--- config.mk ---
export PLATFORM = sky130hd
export DESIGN_NAME = compare_tracker
export DESIGN_NICKNAME = d
export VERILOG_FILES = /design/src/rtl/compare_pkg.sv /design/src/rtl/compare_core.sv /design/src/rtl/compare_tracker.sv
export SDC_FILE = /design/constraint.sdc
export NUM_CORES = 1
export LEC_CHECK = 0
export BUFFER_PORTS_ARGS = -buffer_cell sky130_fd_sc_hd__buf_4
export CAP_MARGIN = 20
export CORE_ASPECT_RATIO = 1.2
export CORE_UTILIZATION = 65
export CTS_BUF_LIST = sky130_fd_sc_hd__clkbuf_4 sky130_fd_sc_hd__clkbuf_8
export CTS_CLUSTER_SIZE = 14
export DETAILED_ROUTE_END_ITERATION = 12
export PLACE_DENSITY = 0.89
export SKIP_CTS_REPAIR_TIMING = 1
export SLEW_MARGIN = 20
export SYNTH_ARGS = -nofsm -noshare
export SYNTH_HDL_FRONTEND = slang
export SYNTH_HIERARCHICAL = 1
export SYNTH_SLANG_ARGS = --single-unit
--- constraint.sdc ---
create_clock -name clk -period 7.7 [get_ports clk]
set_clock_uncertainty 0.15 [all_clocks]
set_input_delay 0 -clock clk [delete_from_list [all_inputs] [get_ports clk]]
set_output_delay 0 -clock clk [all_outputs]
set_load 0.005 [all_outputs]
--- src/rtl/compare_pkg.sv ---
`default_nettype none
// compare_pkg: mode encodings and running-stats state type for compare_tracker.
// Rev 1.0
package compare_pkg;
  localparam logic [2:0] MODE_EQ   = 3'b000;
  localparam logic [2:0] MODE_GT   = 3'b001;
  localparam logic [2:0] MODE_LT   = 3'b010;
  localparam logic [2:0] MODE_MAX  = 3'b011;
  localparam logic [2:0] MODE_MIN  = 3'b100;
  localparam logic [2:0] MODE_RMAX = 3'b101;
  localparam logic [2:0] MODE_RMIN = 3'b110;
  localparam logic [2:0] MODE_CNT  = 3'b111;

  typedef enum logic {
    ST_EMPTY = 1'b0,
    ST_TRACK = 1'b1
  } stats_state_t;
endpackage
`default_nettype wire

--- src/rtl/compare_core.sv ---
`default_nettype none
// compare_core: combinational compare of two operands, signed or unsigned.
// Rev 1.0
module compare_core #(
  parameter int WIDTH  = 4,
  parameter bit SIGNED = 1'b0
) (
  input  logic [WIDTH-1:0] a,
  input  logic [WIDTH-1:0] b,
  output logic             eq,
  output logic             gt,
  output logic             lt,
  output logic [WIDTH-1:0] max_val,
  output logic [WIDTH-1:0] min_val
);
  generate
    if (SIGNED) begin : g_signed
      assign gt = $signed(a) > $signed(b);
      assign lt = $signed(a) < $signed(b);
    end else begin : g_unsigned
      assign gt = a > b;
      assign lt = a < b;
    end
  endgenerate

  assign eq = (a == b);
  // On a tie both operands are identical, so returning b is harmless.
  assign max_val = gt ? a : b;
  assign min_val = lt ? a : b;
endmodule
`default_nettype wire

--- src/rtl/compare_tracker.sv ---
`default_nettype none
// compare_tracker: handshaked pair comparator with running max/min and A>B counter.
// Rev 1.0
module compare_tracker
  import compare_pkg::*;
#(
  parameter int WIDTH  = 4,
  parameter bit SIGNED = 1'b0
) (
  input  logic               clk,
  input  logic               rst_n,
  input  logic               in_valid,
  output logic               in_ready,
  input  logic [2*WIDTH-1:0] numi,
  input  logic [2:0]         sel,
  input  logic               clear,
  output logic               out_valid,
  input  logic               out_ready,
  output logic [2*WIDTH-1:0] numo,
  output logic [2:0]         flags
);
  localparam int OW = 2 * WIDTH;

  logic [WIDTH-1:0] op_a, op_b;
  logic             accept;
  stats_state_t     state, state_nxt;
  logic [WIDTH-1:0] run_max, run_min;
  logic [OW-1:0]    count;

  logic             p_eq, p_gt, p_lt;
  logic [WIDTH-1:0] p_max, p_min, rmax_new, rmin_new;
  logic [WIDTH-1:0] max_next, min_next;
  logic [OW-1:0]    count_base, count_next;
  logic [OW-1:0]    result;
  logic             first_sample;

  logic [5:0]       cmp_unused;
  logic [WIDTH-1:0] rmax_unused_min, rmin_unused_max;

  assign op_a     = numi[OW-1:WIDTH];
  assign op_b     = numi[WIDTH-1:0];
  assign in_ready = ~out_valid | out_ready;
  assign accept   = in_valid & in_ready;

  compare_core #(.WIDTH(WIDTH), .SIGNED(SIGNED)) u_pair (
    .a(op_a), .b(op_b), .eq(p_eq), .gt(p_gt), .lt(p_lt),
    .max_val(p_max), .min_val(p_min)
  );

  compare_core #(.WIDTH(WIDTH), .SIGNED(SIGNED)) u_run_max (
    .a(run_max), .b(p_max), .eq(cmp_unused[0]), .gt(cmp_unused[1]), .lt(cmp_unused[2]),
    .max_val(rmax_new), .min_val(rmax_unused_min)
  );

  compare_core #(.WIDTH(WIDTH), .SIGNED(SIGNED)) u_run_min (
    .a(run_min), .b(p_min), .eq(cmp_unused[3]), .gt(cmp_unused[4]), .lt(cmp_unused[5]),
    .max_val(rmin_unused_max), .min_val(rmin_new)
  );

  // A same-cycle clear makes the incoming pair the first sample of a fresh run.
  assign first_sample = clear | (state == ST_EMPTY);
  assign max_next     = first_sample ? p_max : rmax_new;
  assign min_next     = first_sample ? p_min : rmin_new;
  assign count_base   = clear ? '0 : count;
  assign count_next   = (p_gt && !(&count_base)) ? count_base + OW'(1) : count_base;

  always_comb begin
    state_nxt = state;
    if (clear)  state_nxt = ST_EMPTY;
    if (accept) state_nxt = ST_TRACK;
  end

  always_ff @(posedge clk or negedge rst_n) begin
    if (!rst_n) state <= ST_EMPTY;
    else        state <= state_nxt;
  end

  always_ff @(posedge clk or negedge rst_n) begin
    if (!rst_n) begin
      run_max <= '0;
      run_min <= '0;
      count   <= '0;
    end else if (accept) begin
      run_max <= max_next;
      run_min <= min_next;
      count   <= count_next;
    end else if (clear) begin
      count   <= '0;
    end
  end

  always_comb begin
    result = '0;
    case (sel)
      MODE_EQ:   result[0]         = p_eq;
      MODE_GT:   result[0]         = p_gt;
      MODE_LT:   result[0]         = p_lt;
      MODE_MAX:  result[WIDTH-1:0] = p_max;
      MODE_MIN:  result[WIDTH-1:0] = p_min;
      MODE_RMAX: result[WIDTH-1:0] = max_next;
      MODE_RMIN: result[WIDTH-1:0] = min_next;
      MODE_CNT:  result            = count_next;
      default:   result            = '0;
    endcase
  end

  always_ff @(posedge clk or negedge rst_n) begin
    if (!rst_n) begin
      out_valid <= 1'b0;
      numo      <= '0;
      flags     <= '0;
    end else if (accept) begin
      out_valid <= 1'b1;
      numo      <= result;
      flags     <= {p_lt, p_gt, p_eq};
    end else if (out_ready) begin
      out_valid <= 1'b0;
    end
  end
endmodule
`default_nettype wire
Word-level counts from Yosys, hierarchy flattened
Cells that the tools add are included.
- input bits: 16
- register bits after elaboration: 29
- word-level logic and storage cells: 47
- output and inout port bits: 13
- equality and inequality tests: 8
- add/subtract/negate cells: 1
- order comparisons: 4
- reduce and logical (&&, ||, !) cells: 6
- muxes and demuxes: 16
- bitwise gates (word level): 5
- operator list (kind ; number):
    $mux W4 ; 7
    $mux W8 ; 3
    $pmux W3 S5 ; 1
    $eq A3 B3 Y1 const B ; 4
    $add A8 B1 Y8 const B ; 1
    $gt A4 B4 Y1 ; 2
    $lt A4 B4 Y1 ; 2
    $pmux W1 S8 ; 1
    $reduce_and A8 Y1 ; 1
    $eq A3 B2 Y1 const B ; 2
    $eq A4 B4 Y1 ; 1
    $mux W1 ; 4
    $reduce_bool A2 Y1 ; 2
    $eq A3 B1 Y1 const B ; 1
    $logic_not A3 Y1 ; 1
    $not A1 Y1 ; 2
    $or A1 B1 Y1 ; 2
    $and A1 B1 Y1 ; 1
    $logic_and A1 B1 Y1 ; 1
    $logic_not A1 Y1 ; 1

Longest topological paths before layout
- depth in word-level cells: 6
- mapped depth: 16
- gate-level depth less buffers: 16

Hierarchy
Netlist, hierarchy kept.
- by module, submodules not included (module ; area an instance (µm²) ; cells an instance ; times used):
    compare_tracker ; 1586.5 ; 173 ; 1
    compare_core ; 241.5 ; 24 ; 3

Worst setup path after synthesis
Ideal clock, no wire load.
- kind: input port to flip-flop
- start: in numi[1]
- end: reg numo[1]
- library setup time: 147 ps
- stages on the path: 16
- setup slack: 4542 ps
- arrival time: 2861 ps
- path buffers: 0
- path through: inv_1 > ha_1 > nor2b_4 > o211ai_4 > a21oi_4 > mux2_1 > inv_1 > ha_1 > nor2b_4 > o211ai_4 > a21oi_4 > mux2_1 > mux2i_1 > o22ai_1 > a2111oi_1 > a221oi_1
- word-level cells in the longest chain between the ends: 6
- ends and longest elaborated chain (what ; RTL line ; RTL):
    start, declared ; compare_tracker.sv:14 ; input logic [2*WIDTH-1:0] numi,
    $gt A4 B4 Y1 ; compare_core.sv:21 ; assign gt = a > b;
    net p_gt ; compare_tracker.sv:30 ; logic p_eq, p_gt, p_lt;
    $mux W4 ; compare_core.sv:28 ; assign max_val = gt ? a : b;
    net p_max[1] ; compare_tracker.sv:31 ; logic [WIDTH-1:0] p_max, p_min, rmax_new, rmin_new;
    $gt A4 B4 Y1 ; compare_core.sv:21 ;
    net cmp_unused[1] ; compare_tracker.sv:37 ; logic [5:0] cmp_unused;
    $mux W4 ; compare_core.sv:28 ;
    net rmax_new[1] ; compare_tracker.sv:31 ;
    $mux W4 ; compare_tracker.sv:62 ; assign max_next = first_sample ? p_max : rmax_new;
    $pmux W3 S5 ; compare_tracker.sv:94 ; case (sel)
    end signal, assigned ; compare_tracker.sv:114 ; numo <= result;
    end, declared ; compare_tracker.sv:19 ; output logic [2*WIDTH-1:0] numo,
The timed path passes the listed nets, and every way through them passes these cells.
A chain may end at the register's enable or synchronous reset.

Worst setup path in the final report
- start: in numi[5]
- end: reg numo[2]
Same word-level chain as after synthesis.

==> results.sh <==
export IMPL_clock_latency_ns=0.34
export IMPL_remaining_drc_errors=0
export IMPL_dr_pass1_iters=4
export IMPL_routedWlPerCell_um=17.2
export IMPL_fillers=189
export IMPL_synth_area_um2=2170
export IMPL_h_tree_depth=2
export IMPL_hold_class="input pin to register"
export IMPL_r2r_cells=9
export IMPL_tightest_slew_ns=0.951
export IMPL_crit_start="numi[5]"
export IMPL_final_hold_violation_count=0
export IMPL_p_clk_share_pct=27.9
export IMPL_die_w_um=54.8
export IMPL_cts_root_buf="clkbuf_4"
export IMPL_synth_nets=259
export IMPL_timing_fmax_mhz=277
export IMPL_viasPerCell=6.28
export IMPL_required_ns=7.73
export IMPL_hold_depth=4
export IMPL_setup_tns_final_ns=0
export IMPL_overflow=0
export IMPL_cts_tree="built"
export IMPL_vias=1898
export IMPL_critical_path_max_fanout=13
export IMPL_port_buffers=28
export IMPL_seq_power_share_pct=36.7
export IMPL_setup_ws_ns=4.10
export IMPL_p_leak_uw=0.00116
export IMPL_rsz0062_at_grt="false"
export IMPL_drt_total_wl_mm=5.20
export IMPL_maxCapViolCount=0
export IMPL_register_area_um2=726
export IMPL_drv_slew=0
export IMPL_cts_clk_slew_worst_paths_ns=0.10
export IMPL_area_delta_synth_final_pct=17.7
export IMPL_drt_iter0_drc=89
export IMPL_cts_buffers=5
export IMPL_grt_total_usage_pct=30.9
export IMPL_swShare_pct=32.7
export IMPL_start_util_pct=69.9
export IMPL_gp_congestion=0.918
export IMPL_setup_worst_path_class="input pin to register"
export IMPL_rows=22
export IMPL_syn_inst=231
export IMPL_outcome="completed"
export IMPL_grt_pass1_wl_mm=7.86
export IMPL_die_height_um=65.4
export IMPL_dieArea_um2=3580
export IMPL_grt_max_degree=38
export IMPL_reg2reg_from="run_max[1]"
export IMPL_maxSlewHeadroom_pct=36.4
export IMPL_cts_sinks=29
export IMPL_pwr_share_comb_pct=35.4
export IMPL_hpwlAfterDp_mm=3.41
export IMPL_num_antenna_cells=0
export IMPL_min_period_over_period_pct=46.8
export IMPL_clock_path_buffers=2
export IMPL_num_nets_final=293
export IMPL_synth_area_per_cell_um2=9.41
export IMPL_critical_path_arrival_ns=3.64
export IMPL_switchingPower_uw=163
export IMPL_fp_coreArea_um2=3110
export IMPL_min_from="sel[0]"
export IMPL_antenna_found_initial=0
export IMPL_pre_cts_slack_ns=3.90
export IMPL_finalSetupViolCount=0
export IMPL_hold_slack_ns=0.0271
export IMPL_yosys_warnings=6
export IMPL_intPower_uw=334
export IMPL_layout_drive_gt1_share_pct=23.3
export IMPL_p_per_area_nw_per_um2=194
export IMPL_ant_nets=0
export IMPL_startpoint_type="input pin"
export IMPL_multi_input_area_um2=1350
export IMPL_fin_crit_ns=3.60
export IMPL_grt_pass1_vias=1775
export IMPL_peakVddDrop_mv=0.153
export IMPL_ios=29
export IMPL_crit_path_end_kind="register"
[worst paths after layout]
check,end,slack [ns]
setup / recovery,numo[2],4.10
hold / removal,numo[0],0.03
setup reg to reg,numo[2],4.85
hold reg to reg,flags[2],0.35
max in group asynchronous,flags[0],6.71
min in group asynchronous,run_min[2],0.53
[sequential cells by signal (all words and copies together) (netlist names)]
name and flops:
numo 8, count 8, run_min 4, flags 3
state 1, out_valid 1, run_max 4
[through the flow]
stage / std cells / utilization (%) / power [uW] / cell area [um^2]
3_5_place_dp: 287 / 76.9 / 352 / 2390
2_1_floorplan: 231 / - / 309 / 2170
5_1_grt: 302 / 82.3 / 526 / 2560
6_report: 302 / 82.3 / 497 / 2560
4_1_cts: 295 / 79.7 / 492 / 2480
3_3_place_gp: 287 / 76.9 / 349 / 2390
[area by class of cell]
type                            instances  share of cell area, %
Multi-Input combinational cell        179                   52.7
Sequential cell                        29                   28.3
Timing Repair Buffer                   36                   11.6
Clock buffer                            7                   2.30
Inverter                               14                   2.05
Tap cell                               36                   1.76
Clock inverter                          1                   1.17
[metal layers]
| metal | GRT usage, % | up-vias | routed length (um) |
|---|---|---|---|
| li1 | - | 901 | - |
| met1 | 35.5 | 932 | 2100 |
| met2 | 54.1 | 56 | 2760 |
| met3 | 6.94 | 9 | 240 |
| met4 | 10.6 | 0 | 94 |
| met5 | 0 | - | 0 |
[cell usage in the layout (no fill, tap or decap), drive strengths merged, types with 10 or more instances in the layout]
cell type	n
nand2	31
buf	30
dfrtp	29
a21oi	18
o21ai	18
inv	14
nor2	14
mux2	14
ha	12
mux2i	10
[power by group through the flow]
stage / logic (uW) / clock network [uW] / registers, uW
floorplan: 127 / 0 / 183
global placement: 164 / 0 / 185
detailed placement: 167 / 0 / 185
CTS: 171 / 138 / 182
global route: 193 / 147 / 185
finish: 176 / 138 / 183
[critical path, stage by stage]
cell	delay (ns)
buf_4	0.12
ha_1	0.29
nor2b_4	0.16
o211ai_4	0.10
a21oi_4	0.43
mux2_1	0.45
inv_1	0.09
ha_1	0.27
and4_4	0.20
a21oi_4	0.19
mux2_1	0.35
mux2i_1	0.20
o22ai_1	0.12
a2111oi_1	0.48
o32ai_1	0.19
No activity file was read; power rests on OpenSTA's default activity.
